<file path="src/rtl/mem_arb_pkg.sv">
// rtl/mem_arb_pkg.sv - shared types and widths for the data RAM arbiter
package mem_arb_pkg;

  localparam int DEF_ADDR_W = 16;
  localparam int DEF_DATA_W = 16;

  typedef enum logic [1:0] {
    OWN_NONE   = 2'd0,
    OWN_CPU_RD = 2'd1,
    OWN_DISP   = 2'd2
  } owner_t;

  // A CPU write returns nothing, so it leaves no owner behind
  function automatic owner_t next_owner(input logic cpu_grant,
                                        input logic cpu_we,
                                        input logic disp_grant);
    owner_t o;
    o = OWN_NONE;
    if (disp_grant)
      o = OWN_DISP;
    else if (cpu_grant && !cpu_we)
      o = OWN_CPU_RD;
    return o;
  endfunction

endpackage

</file>
<file path="src/rtl/ram_arbiter_starve_counter.sv">
// rtl/ram_arbiter_starve_counter.sv - saturating display wait counter
module starve_counter #(
  parameter int MAX_WAIT = 4
) (
  input  logic       clk,
  input  logic       reset,
  input  logic       inc,
  input  logic       clr,
  output logic [3:0] count,
  output logic       sat
);

  localparam logic [3:0] MAX_CNT = 4'(MAX_WAIT);

  assign sat = (count == MAX_CNT);

  always_ff @(posedge clk or posedge reset) begin
    if (reset)
      count <= 4'd0;
    else if (clr)
      count <= 4'd0;
    else if (inc && !sat)
      count <= count + 4'd1;
  end

endmodule

</file>
<file path="src/rtl/ram_arbiter.sv">
// rtl/ram_arbiter.sv - CPU / display arbiter for the single-port data RAM
module ram_arbiter
  import mem_arb_pkg::*;
#(
  parameter int ADDR_W   = DEF_ADDR_W,
  parameter int DATA_W   = DEF_DATA_W,
  parameter int MAX_WAIT = 4
) (
  input  logic              clk,
  input  logic              reset,
  input  logic              cpu_req,
  input  logic              cpu_we,
  input  logic [ADDR_W-1:0] cpu_addr,
  input  logic [DATA_W-1:0] cpu_wdata,
  output logic              cpu_stall,
  output logic [DATA_W-1:0] cpu_rdata,
  output logic              cpu_rvalid,
  input  logic              disp_en,
  input  logic              disp_req,
  input  logic [ADDR_W-1:0] disp_addr,
  output logic              disp_ack,
  output logic [DATA_W-1:0] disp_rdata,
  output logic              disp_rvalid,
  output logic [ADDR_W-1:0] ram_address,
  output logic [DATA_W-1:0] ram_data,
  output logic              ram_wren,
  input  logic [DATA_W-1:0] ram_q
);

  logic       starve;
  logic       disp_want;
  logic       disp_grant;
  logic       cpu_grant;
  logic [3:0] wait_cnt;
  owner_t     owner;

  // CPU has priority until the display has waited MAX_WAIT cycles
  assign disp_want  = disp_en & disp_req;
  assign disp_grant = disp_want & (starve | !cpu_req);
  assign cpu_grant  = cpu_req & !disp_grant;

  assign cpu_stall = cpu_req & !cpu_grant;
  assign disp_ack  = disp_grant;

  always_comb begin
    ram_address = '0;
    ram_data    = '0;
    ram_wren    = 1'b0;
    if (disp_grant) begin
      ram_address = disp_addr;
    end else if (cpu_grant) begin
      ram_address = cpu_addr;
      ram_data    = cpu_wdata;
      ram_wren    = cpu_we;
    end
  end

  starve_counter #(
    .MAX_WAIT (MAX_WAIT)
  ) u_starve_counter (
    .clk   (clk),
    .reset (reset),
    .inc   (disp_want & !disp_grant),
    .clr   (disp_grant | !disp_en),
    .count (wait_cnt),
    .sat   (starve)
  );

  always_ff @(posedge clk or posedge reset) begin
    if (reset)
      owner <= OWN_NONE;
    else
      owner <= next_owner(cpu_grant, cpu_we, disp_grant);
  end

  // Both read ports see the RAM output; the owner decides who it belongs to
  assign cpu_rvalid  = (owner == OWN_CPU_RD);
  assign disp_rvalid = (owner == OWN_DISP);
  assign cpu_rdata   = ram_q;
  assign disp_rdata  = ram_q;

endmodule

</file>
<file path="config.mk">
export PLATFORM = sky130hd
export DESIGN_NAME = ram_arbiter
export DESIGN_NICKNAME = d
export VERILOG_FILES = /design/src/rtl/mem_arb_pkg.sv /design/src/rtl/ram_arbiter_starve_counter.sv /design/src/rtl/ram_arbiter.sv
export SDC_FILE = /design/constraint.sdc
export NUM_CORES = 1
export LEC_CHECK = 0
export BUFFER_PORTS_ARGS = -buffer_cell sky130_fd_sc_hd__buf_2
export CORE_MARGIN = 2
export CORE_UTILIZATION = 26
export CTS_CLUSTER_DIAMETER = 120
export DETAILED_ROUTE_END_ITERATION = 12
export PLACE_DENSITY_LB_ADDON = 0.08
export RECOVER_POWER = 100
export SYNTH_ARGS = -nofsm -noshare
export SYNTH_HDL_FRONTEND = slang
export SYNTH_SLANG_ARGS = --single-unit
export TNS_END_PERCENT = 20
</file>
<file path="constraint.sdc">
create_clock -name clk -period 1.5 [get_ports clk]
set_input_delay 0.225 -clock clk [delete_from_list [all_inputs] [get_ports clk]]
set_output_delay 0.225 -clock clk [all_outputs]
set_load 0.02 [all_outputs]
</file>
-- Yosys cells after proc, flatten, opt, wreduce, memory -nomap -nowiden
Cells that the tools add are included.
- bits in registers: 6
- bits of input ports: 70
- logic and storage cells: 32
- output and inout port bits: 69
- add/sub/neg operators: 1
- bitwise logic cells: 7
- reductions and logical operators: 9
- multiplexer cells: 10
- equality and inequality tests: 3
- operator list (cell ; count):
    two-way mux 16 bit ; 4
    two-way mux 4 bit ; 2
    logical NOT 1 bit ; 6
    bitwise AND 1 bit ; 5
    adder 4 x 1 -> 4 bit (second input constant) ; 1
    == test 4 x 3 -> 1 bit (second input constant) ; 1
    two-way mux 1 bit ; 3
    == test 2 x 1 -> 1 bit (second input constant) ; 1
    == test 2 bit (second input constant) ; 1
    logical AND 1 bit ; 2
    two-way mux 2 bit ; 1
    OR 1 bit ; 2
    nonzero test 2 bit ; 1

-- Depth between registers and ports, before layout
Gate-level depths: netlist (run 1).
- depth in word-level cells: 8
- depth in mapped cells: 6
- mapped depth without buffers: 5

-- Cells and area by module
From an unflattened synthesis (run 1), not the netlist that was laid out.
- cells, all modules: 147
- area total of the unflattened synthesis: 1097.3 µm²
- by module, submodules not included (module ; cells an instance ; times used ; area each (µm²) ; sequential area each (µm²)):
    ram_arbiter ; 122 ; 1 ; 859.6 ; 50.0
    starve_counter ; 25 ; 1 ; 237.7 ; 100.1

-- Least setup slack after synthesis (run 1)
Ideal clock, no wire load.
- path type: register to output
- from: register u_starve_counter.count[0]
- to: output ram_address[10]
- required time: 1.275 ns
- cell stages (with the launch flop): 7
- buffers on the path: 1
- path slack: -0.198 ns
- arrival: 1.473 ns
- cells stage by stage: dfrtp_1 > inv_1 > ha_1 > nand3b_4 > a21oi_4 > buf_6 > a22o_1
- word-level cells in the longest chain between the ends: 7
- ends and longest elaborated chain (element ; RTL line ; RTL):
    start, declared ; ram_arbiter_starve_counter.sv:9 ; output logic [3:0] count,
    start signal, assigned ; ram_arbiter_starve_counter.sv:23 ; count <= count + 4'd1;
    == test 4 x 3 -> 1 bit (*) ; ram_arbiter_starve_counter.sv:15 ; assign sat = (count == MAX_CNT);
    OR 1 bit (*) ; ram_arbiter.sv:39 ; assign disp_grant = disp_want & (starve | !cpu_req);
    bitwise AND 1 bit (*) ; ram_arbiter.sv:39 ;
    net disp_ack ; ram_arbiter.sv:21 ; output logic disp_ack,
    logical NOT 1 bit ; ram_arbiter.sv:40 ; assign cpu_grant = cpu_req & !disp_grant;
    bitwise AND 1 bit ; ram_arbiter.sv:40 ;
    two-way mux 16 bit ; ram_arbiter.sv:51 ; end else if (cpu_grant) begin
    two-way mux 16 bit (*) ; ram_arbiter.sv:49 ; if (disp_grant) begin
    end, declared ; ram_arbiter.sv:24 ; output logic [ADDR_W-1:0] ram_address,
The timed path passes the listed nets; every way through them passes the cells marked *.

-- Worst setup path in the final report (run 1)
- from: register u_starve_counter.count[1]
- to: output ram_address[0]
- word-level cells in the longest chain between the ends: 7
- ends and longest elaborated chain (element ; RTL line):
    == test 4 x 3 -> 1 bit (*) ; ram_arbiter_starve_counter.sv:15
    OR 1 bit (*) ; ram_arbiter.sv:39
    bitwise AND 1 bit (*) ; ram_arbiter.sv:39
    logical NOT 1 bit ; ram_arbiter.sv:40
    bitwise AND 1 bit ; ram_arbiter.sv:40
    two-way mux 16 bit ; ram_arbiter.sv:51
    two-way mux 16 bit (*) ; ram_arbiter.sv:49
Every way passes the cells marked *; elsewhere a longest branch is shown, timed or not.

==> results.md, run 1 <==
- Share of post-route cells with drive strength above 1: 0.6854
- I/O pins: 139
- Iteration-0 DRC Markers: 22
- Largest vdd supply drop: 0.1794 mV
- Per-cell routed wire length: 12.90 um
- Number of optimization iterations in the first detailed-route pass: 4
- Startpoint types: flop
- Worst Hold Depth: 2
- Routed length on met3: 307 um
- Commonest cells after routing, fill and taps aside: sky130_fd_sc_hd__buf_2, sky130_fd_sc_hd__buf_6, sky130_fd_sc_hd__and2_1
- Synth Area per Inst: 8.443 um^2
- Via density per instance: 4.438
- Type of the worst setup path: flop to output pin
- Clock buffers created by TritonCTS: 3
- Area post-placement: 1285 um^2
- Initial antenna violation count: 0
- WL met1: 1.076 mm
- Area share of the largest cell type after synthesis: 0.2659
- Total wire length: 2.889 mm
- Global Route Usage Sum: 0.1401
- Required time at the worst-slack endpoint: 1.27 ns
- Post-route clock period utilization: 1.255
- Vias after detailed routing: 994
- Setup slack on the worst flop-to-flop path: 0.08 ns
- Slew at the pin with the worst max-slew slack: 0.2553 ns
- Post-CTS clock slew at the launch and capture registers of the worst setup and hold paths: 0.05 ns
- Sum of internal, switching and leakage power: 0.7092 mW
- Count of buffering cells on the critical path with inverters included: 4
- Total Neg Setup Slack: -12.11 ns
- Element type at the critical path end: output pin
- Placer's final routability congestion estimate: 0.8126
- Deepest clock path buffer count: 2
- Start point of the worst min-delay path: cpu_we
- Number of slew-limit violations in the final report: 0
- Final Setup Violations: 35
- Amount of wire on met2 after detailed routing: 1.505 mm
- Total standard cell area after synthesis: 903.4 um^2
- Run status: finished with violations
- Cell repeated most along the worst path: sky130_fd_sc_hd__buf_6
- Layout filler cell count: 341
- Final core utilization: 0.4462
- Number of input and output port buffers inserted: 90
- Wire length of the first global-routing pass: 4.478 mm
- Final design area excluding fillers: 1489 um^2
- Hold EP: owner[0]
- Total leakage power: 0.8046 nW
- Stage delay of the slowest cell on the critical path: 0.38 ns
- Final global-route overflow total: 0
- Insertion delay of the later-clocked pin in the worst-skew pair: 0.24 ns
- Flop and latch count out of synthesis: 6
- HPWL after DPL: 2.308 mm
- Most common library cell in the layout ignoring fill and taps: sky130_fd_sc_hd__buf_2
- Syn Nets: 179
- Vias in the first global route: 984
- Post-layout nets: 252
- Library cell contributing the largest single delay on the critical path: sky130_fd_sc_hd__dfrtp_1
- Clock tree root buffer cell: sky130_fd_sc_hd__clkbuf_4
- Area leader, netlist: sky130_fd_sc_hd__buf_4
- Effective utilization at floorplan: 0.2707
- Clock tree from TritonCTS: done
- CTS sink cnt: 6
- Critical R2R Launch: u_starve_counter.count[0]
- Pin count of the biggest net entering global routing: 18
- Maximum frequency from static timing analysis: 531.4 MHz
- Violated checks: setup timing
- FF/Latch Area: 150.1 um^2
- Hold Fails Final Rpt: 0
- Row cnt: 21
- Data arrival at the endpoint of the critical path: 1.66 ns
- Number of distinct library cell variants in the gate-level netlist after synthesis: 25
- Count of antenna-violating nets left after detailed routing: 0
- List of cells traversed by the critical path: inv_2, ha_4, nand3b_4, a21oi_4, buf_6, buf_12, a22o_1, buf_6
- Full die area: 3962 um^2
- Syn Inst Count: 107
- Worst setup skew after layout: 0.006932 ns
- Count of H-tree levels built during CTS: 1
- Total power per unit cell area: 476.3 nW/um^2
- Floorplan Core Area: 3337 um^2
- Horizontal extent of the die: 62.95 um
- Final setup slack of the worst path: -0.3820 ns
- Area growth, synth to finish: 64.82%
- Endpoint of the worst register-to-register path: u_starve_counter.count[3]
- Part of the Yosys area used for sequential elements: 0.1662
- Dominant cells by area after synthesis: sky130_fd_sc_hd__buf_4, sky130_fd_sc_hd__dfrtp_1, sky130_fd_sc_hd__a22o_1
- Number of maximum-capacitance constraint violations: 0
- Height of the die: 62.95 um
- Total area of multi-input combinational cells: 559.3 um^2
- Warning count from the yosys run: 0
- Dominant delay contributor by cell family on the critical path: buffers and inverters
- Highest metal layer with signal wires: met3
- Depth of the most critical reg-to-reg path: 6
- Class of the most critical hold timing path: input pin to flop
- Post-route DRC violation count: 0
- Setup repair after global routing missed its margin: yes
- Number of antenna diodes: 0
- CP max FO: 8
- Max transition margin: 0.8305
- Post-route minimum period: 1.882 ns
==> worst max-delay path by stage <==
stage / start / to / slack, ns / cells after the start
floorplan: u_starve_counter.count[0] / ram_address[3] / -0.12 / 6
global placement: u_starve_counter.count[1] / ram_address[12] / -0.18 / 6
detailed placement: u_starve_counter.count[1] / ram_address[12] / -0.23 / 6
CTS: u_starve_counter.count[1] / ram_address[4] / -0.40 / 8
global route: u_starve_counter.count[1] / ram_address[0] / -0.48 / 8
finish: u_starve_counter.count[1] / ram_address[0] / -0.38 / 8
==> kinds of logic (layout without fill, tap and decap cells) <==
logic type,Yosys count,in the layout,synth area share
buf+inv,42,111,0.3282
simple gates,35,35,0.2590
fa+ha+maj,2,2,0.02770
flops,6,6,0.1662
compound gates,22,24,0.2188
==> per-stage QoR <==
stage / hold slack [ns] / instances / worst slack, ns
finish: 0.1443 / 224 / -0.3820
global route: 0.1380 / 224 / -0.4789
CTS: 0.1400 / 224 / -0.4043
detailed placement: 0.1545 / 214 / -0.2319
global placement: 0.1535 / 214 / -0.1836
floorplan: 0.01596 / 107 / -0.1170
==> area by class of cell <==
| class | count | share of cell area |
|---|---|---|
| multi-input cells | 61 | 0.3756 |
| inverters | 4 | 0.01008 |
| clock buffers | 3 | 0.01513 |
| repair buffers | 104 | 0.4597 |
| flip-flops and latches | 6 | 0.1008 |
| well taps | 46 | 0.03866 |
==> flip-flops by register name (all words and copies together) (netlist names) <==
signal	count
u_starve_counter.count	4
owner	2
==> cell usage after synthesis <==
library cell and instances:
sky130_fd_sc_hd__nand2b_1 2, sky130_fd_sc_hd__a22o_1 16, sky130_fd_sc_hd__nand4_1 1, sky130_fd_sc_hd__and2_1 18, sky130_fd_sc_hd__nand3b_4 1, sky130_fd_sc_hd__a31oi_1 2, sky130_fd_sc_hd__a21oi_1 1, sky130_fd_sc_hd__or4_1 1
sky130_fd_sc_hd__inv_1 4, sky130_fd_sc_hd__or2b_1 1, sky130_fd_sc_hd__buf_2 2, sky130_fd_sc_hd__o21a_4 1, sky130_fd_sc_hd__buf_4 32, sky130_fd_sc_hd__nand3_1 2, sky130_fd_sc_hd__buf_6 2, sky130_fd_sc_hd__nor2b_1 3
sky130_fd_sc_hd__ha_1 2, sky130_fd_sc_hd__clkbuf_2 1, sky130_fd_sc_hd__o32ai_1 1, sky130_fd_sc_hd__clkbuf_1 1, sky130_fd_sc_hd__nand3_2 1, sky130_fd_sc_hd__nand4b_1 2, sky130_fd_sc_hd__dfrtp_1 6, sky130_fd_sc_hd__a21oi_4 1
sky130_fd_sc_hd__nand2_1 3
==> routing by layer <==
metal  global-route usage  vias up
met5                    0        -
met4              0.02778        0
met3              0.06486        0
met2               0.2420       71
met1               0.1572      441
li1                     -      482
==> worst register-to-register path, cell delays in order, from the launching register on <==
cell	delay [ns]
sky130_fd_sc_hd__dfrtp_1	0.34
sky130_fd_sc_hd__clkbuf_4	0.13
sky130_fd_sc_hd__buf_4	0.09
sky130_fd_sc_hd__buf_4	0.11
sky130_fd_sc_hd__nand3_2	0.06
sky130_fd_sc_hd__or4_1	0.46
sky130_fd_sc_hd__a31oi_1	0.16
==> power by group <==
group	internal (mW)	switching [mW]
Clock	0.0904	0.0571
Sequential	0.167	0.00218
Combinational	0.204	0.189
==> what timing repair did <==
item                       4_1_cts  5_1_grt
gates resized for setup         41        0
cloned                           3        0
setup buffers                    3        1
pin swaps                       11        4
hold endpoints to repair         6        0
hold buffers                     1        0
setup endpoints to repair       35       35
Power figures use the tool's default switching activity.
==> inputs of run 2 (changes only) <==
--- a/config.mk
+++ b/config.mk
@@ -6,6 +6,7 @@
 export NUM_CORES = 1
 export LEC_CHECK = 0
 export BUFFER_PORTS_ARGS = -buffer_cell sky130_fd_sc_hd__buf_2
+export CORE_ASPECT_RATIO = 0.8
 export CORE_MARGIN = 2
 export CORE_UTILIZATION = 26
 export CTS_CLUSTER_DIAMETER = 120
==> run 2 against run 1 <==
- register-to-register slack better by 0.05 ns
- count of clock-buffer cells in the layout unchanged
- hold slack gained 0.021 ns
- clock skew is 0.0047 ns lower
- routed wire length rose by 3.7%
- power is 13% higher
- final cell count is 2.7% lower
- the flow still finishes with violations (setup timing)
- first-iteration DRC count is 64% higher
==> results.md, run 2 (synthesized netlist as in run 1, its figures left out) <==
- Place WS: -0.2106 ns (+0.02126 ns)
- Startpoint types: flop
- Max transition margin: 0.8105 (-0.02003)
- Depth of the most critical reg-to-reg path: 4 (-2)
- Number of slew-limit violations in the final report: 0 (unchanged)
- Global Route Usage Sum: 0.1457 (+0.005602)
- Type of the worst setup path: flop to output pin
- Fraction of power spent switching nets: 0.3219 (-0.02785)
- Max reg flops: 4 (unchanged)
- Number of optimization iterations in the first detailed-route pass: 4 (unchanged)
- Initial antenna violation count: 0 (unchanged)
- Number of antenna diodes: 0 (unchanged)
- Worst Hold Depth: 2 (unchanged)
- Height of the die: 56.72 um (-9.9%)
- Post-route minimum period: 1.829 ns (-0.05322 ns)
- Clock tree from TritonCTS: done
- Via density per instance: 4.651 (+4.8%)
- Clock buffers created by TritonCTS: 3 (unchanged)
- Number of maximum-capacitance constraint violations: 0 (unchanged)
- Insertion delay of the later-clocked pin in the worst-skew pair: 0.22 ns (-0.02 ns)
- Deepest clock path buffer count: 2 (unchanged)
- Worst setup skew after layout: 0.002204 ns (-0.004729 ns)
- Class of the most critical hold timing path: input pin to flop
- Effective utilization at floorplan: 0.2676 (-0.003111)
- CP max FO: 9 (+1)
- Placer's final routability congestion estimate: 0.7834 (-3.6%)
- Critical R2R Launch: u_starve_counter.count[2]
- Horizontal extent of the die: 69.90 um (+11%)
- Layout filler cell count: 360 (+5.6%)
- Pin count of the biggest net entering global routing: 18 (unchanged)
- Total power per unit cell area: 537.8 nW/um^2 (+13%)
- Iteration-0 DRC Markers: 36 (+64%)
- Commonest cells after routing, fill and taps aside: sky130_fd_sc_hd__buf_2, sky130_fd_sc_hd__buf_6, sky130_fd_sc_hd__and2_1
- Floorplan Core Area: 3376 um^2 (+1.2%)
- Area growth, synth to finish: 64.68% (about the same)
- Slew at the pin with the worst max-slew slack: 0.2836 ns (+0.02826 ns)
- Most common library cell in the layout ignoring fill and taps: sky130_fd_sc_hd__buf_2
- Element type at the critical path end: output pin
- Setup repair after global routing missed its margin: yes
- Cell-internal power: 0.5425 mW (+18%)
- Count of H-tree levels built during CTS: 1 (unchanged)
- Post-route DRC violation count: 0 (unchanged)
- Register bank with the most flops: u_starve_counter.count
- Part of the total power dissipated in the clock network: 0.298 (+0.090)
- Hold EP: owner[0]
- Hold Fails Final Rpt: 0 (unchanged)
- Total Neg Setup Slack: -10.17 ns (+1.938 ns)
- Final design area excluding fillers: 1488 um^2 (about the same)
- Clock tree root buffer cell: sky130_fd_sc_hd__clkbuf_8
- Area post-placement: 1265 um^2 (-1.6%)
- FF/Latch Area: 150.1 um^2 (unchanged)
- Top Registers: u_starve_counter.count x4, owner x2
- Per-cell routed wire length: 13.75 um (+6.6%)
- Final core utilization: 0.4407 (-0.005497)
- Required time at the worst-slack endpoint: 1.27 ns (about the same)
- Run status: finished with violations
- Post-route clock period utilization: 1.219 (-0.03548)
- Start point of the worst min-delay path: cpu_we
- Maximum frequency from static timing analysis: 546.8 MHz (+2.9%)
- Vias in the first global route: 990 (+0.61%)
- Number of input and output port buffers inserted: 90 (unchanged)
- Vias after detailed routing: 1,014 (+2.0%)
- Final Setup Violations: 35 (unchanged)
- Seq pwr share: 0.212 (-0.026)
- Full die area: 3965 um^2 (about the same)
- Final global-route overflow total: 0 (unchanged)
- Final setup slack of the worst path: -0.3288 ns (+0.05322 ns)
- Setup slack on the worst flop-to-flop path: 0.13 ns (+0.05 ns)
- Count of antenna-violating nets left after detailed routing: 0 (unchanged)
- Endpoint of the worst register-to-register path: u_starve_counter.count[3]
- Combinational power share: 0.490 (-0.064)
- Largest vdd supply drop: 0.3340 mV (+86%)
- Data arrival at the endpoint of the critical path: 1.60 ns (-0.06 ns)
- Total wire length: 2.997 mm (+3.7%)
- Post-CTS clock slew at the launch and capture registers of the worst setup and hold paths: 0.04 ns (about the same)
- CTS sink cnt: 6 (unchanged)
- Wire length of the first global-routing pass: 4.588 mm (+2.5%)
- Row cnt: 19 (-9.5%)
- Total leakage power: 0.8016 nW (-0.37%)
- Post-layout nets: 250 (-0.79%)
- HPWL after DPL: 2.240 mm (-3.0%)
- Net Sw Power: 0.2575 mW (+3.8%)
- I/O pins: 139 (unchanged)
- Hold WS: 0.1658 ns (+0.02145 ns)
- Total area of multi-input combinational cells: 565.5 um^2 (+1.1%)
- Violated checks: setup timing
- Share of post-route cells with drive strength above 1: 0.6818 (-0.003575)
run 2: layer usage:
layer	track usage	share of wire	wire length (um)
met2	0.2531	0.53	1587
met5	0	0	0
met4	0.02473	0.0017	5
met3	0.05027	0.087	262
met1	0.1770	0.38	1142
run 2: what timing repair did:
item,CTS,global route
setup buffers,4,1
hold endpoints to repair,6,0
resized for setup,42,2
cloned,3,0
pin swaps,9,4
hold buffers,1,0
endpoints found under the setup margin,35,35
run 2: worst max-delay path: stages, from the launching register on:
cell and delay (ns):
sky130_fd_sc_hd__dfrtp_1 0.37, sky130_fd_sc_hd__inv_2 0.09, sky130_fd_sc_hd__ha_4 0.15, sky130_fd_sc_hd__nand3b_4 0.13, sky130_fd_sc_hd__o21a_4 0.28, sky130_fd_sc_hd__a22o_4 0.23
sky130_fd_sc_hd__buf_6 0.13
run 2: worst max path at each step:
stage,start,end,slack [ns],cells after the start
floorplan,u_starve_counter.count[0],ram_address[3],-0.12,6
global placement,u_starve_counter.count[1],ram_address[12],-0.18,6
detailed placement,u_starve_counter.count[1],ram_address[7],-0.21,6
CTS,u_starve_counter.count[0],ram_address[15],-0.39,8
global route,u_starve_counter.count[1],ram_address[15],-0.39,7
finish,u_starve_counter.count[1],ram_address[10],-0.33,6
run 2: power by group through the flow:
stage / Sequential (mW) / Clock (mW) / Combinational, mW
5_1_grt: 0.170 / 0.265 / 0.419
6_report: 0.170 / 0.239 / 0.392
4_1_cts: 0.170 / 0.252 / 0.402
3_3_place_gp: 0.171 / 0 / 0.329
2_1_floorplan: 0.172 / 0 / 0.317
3_5_place_dp: 0.171 / 0 / 0.332
run 2: cell type report:
class,instances,area share
inverter,4,0.01009
clock buffer,3,0.02775
tap,42,0.03532
multi-input combinational,61,0.3802
timing repair buffer,102,0.4458
sequential,6,0.1009
run 2: through the flow:
stage               cells  total power, mW
CTS                   219           0.8229
finish                218           0.8001
global route          218           0.8536
global placement      208           0.5000
detailed placement    208           0.5029
floorplan             107           0.4891
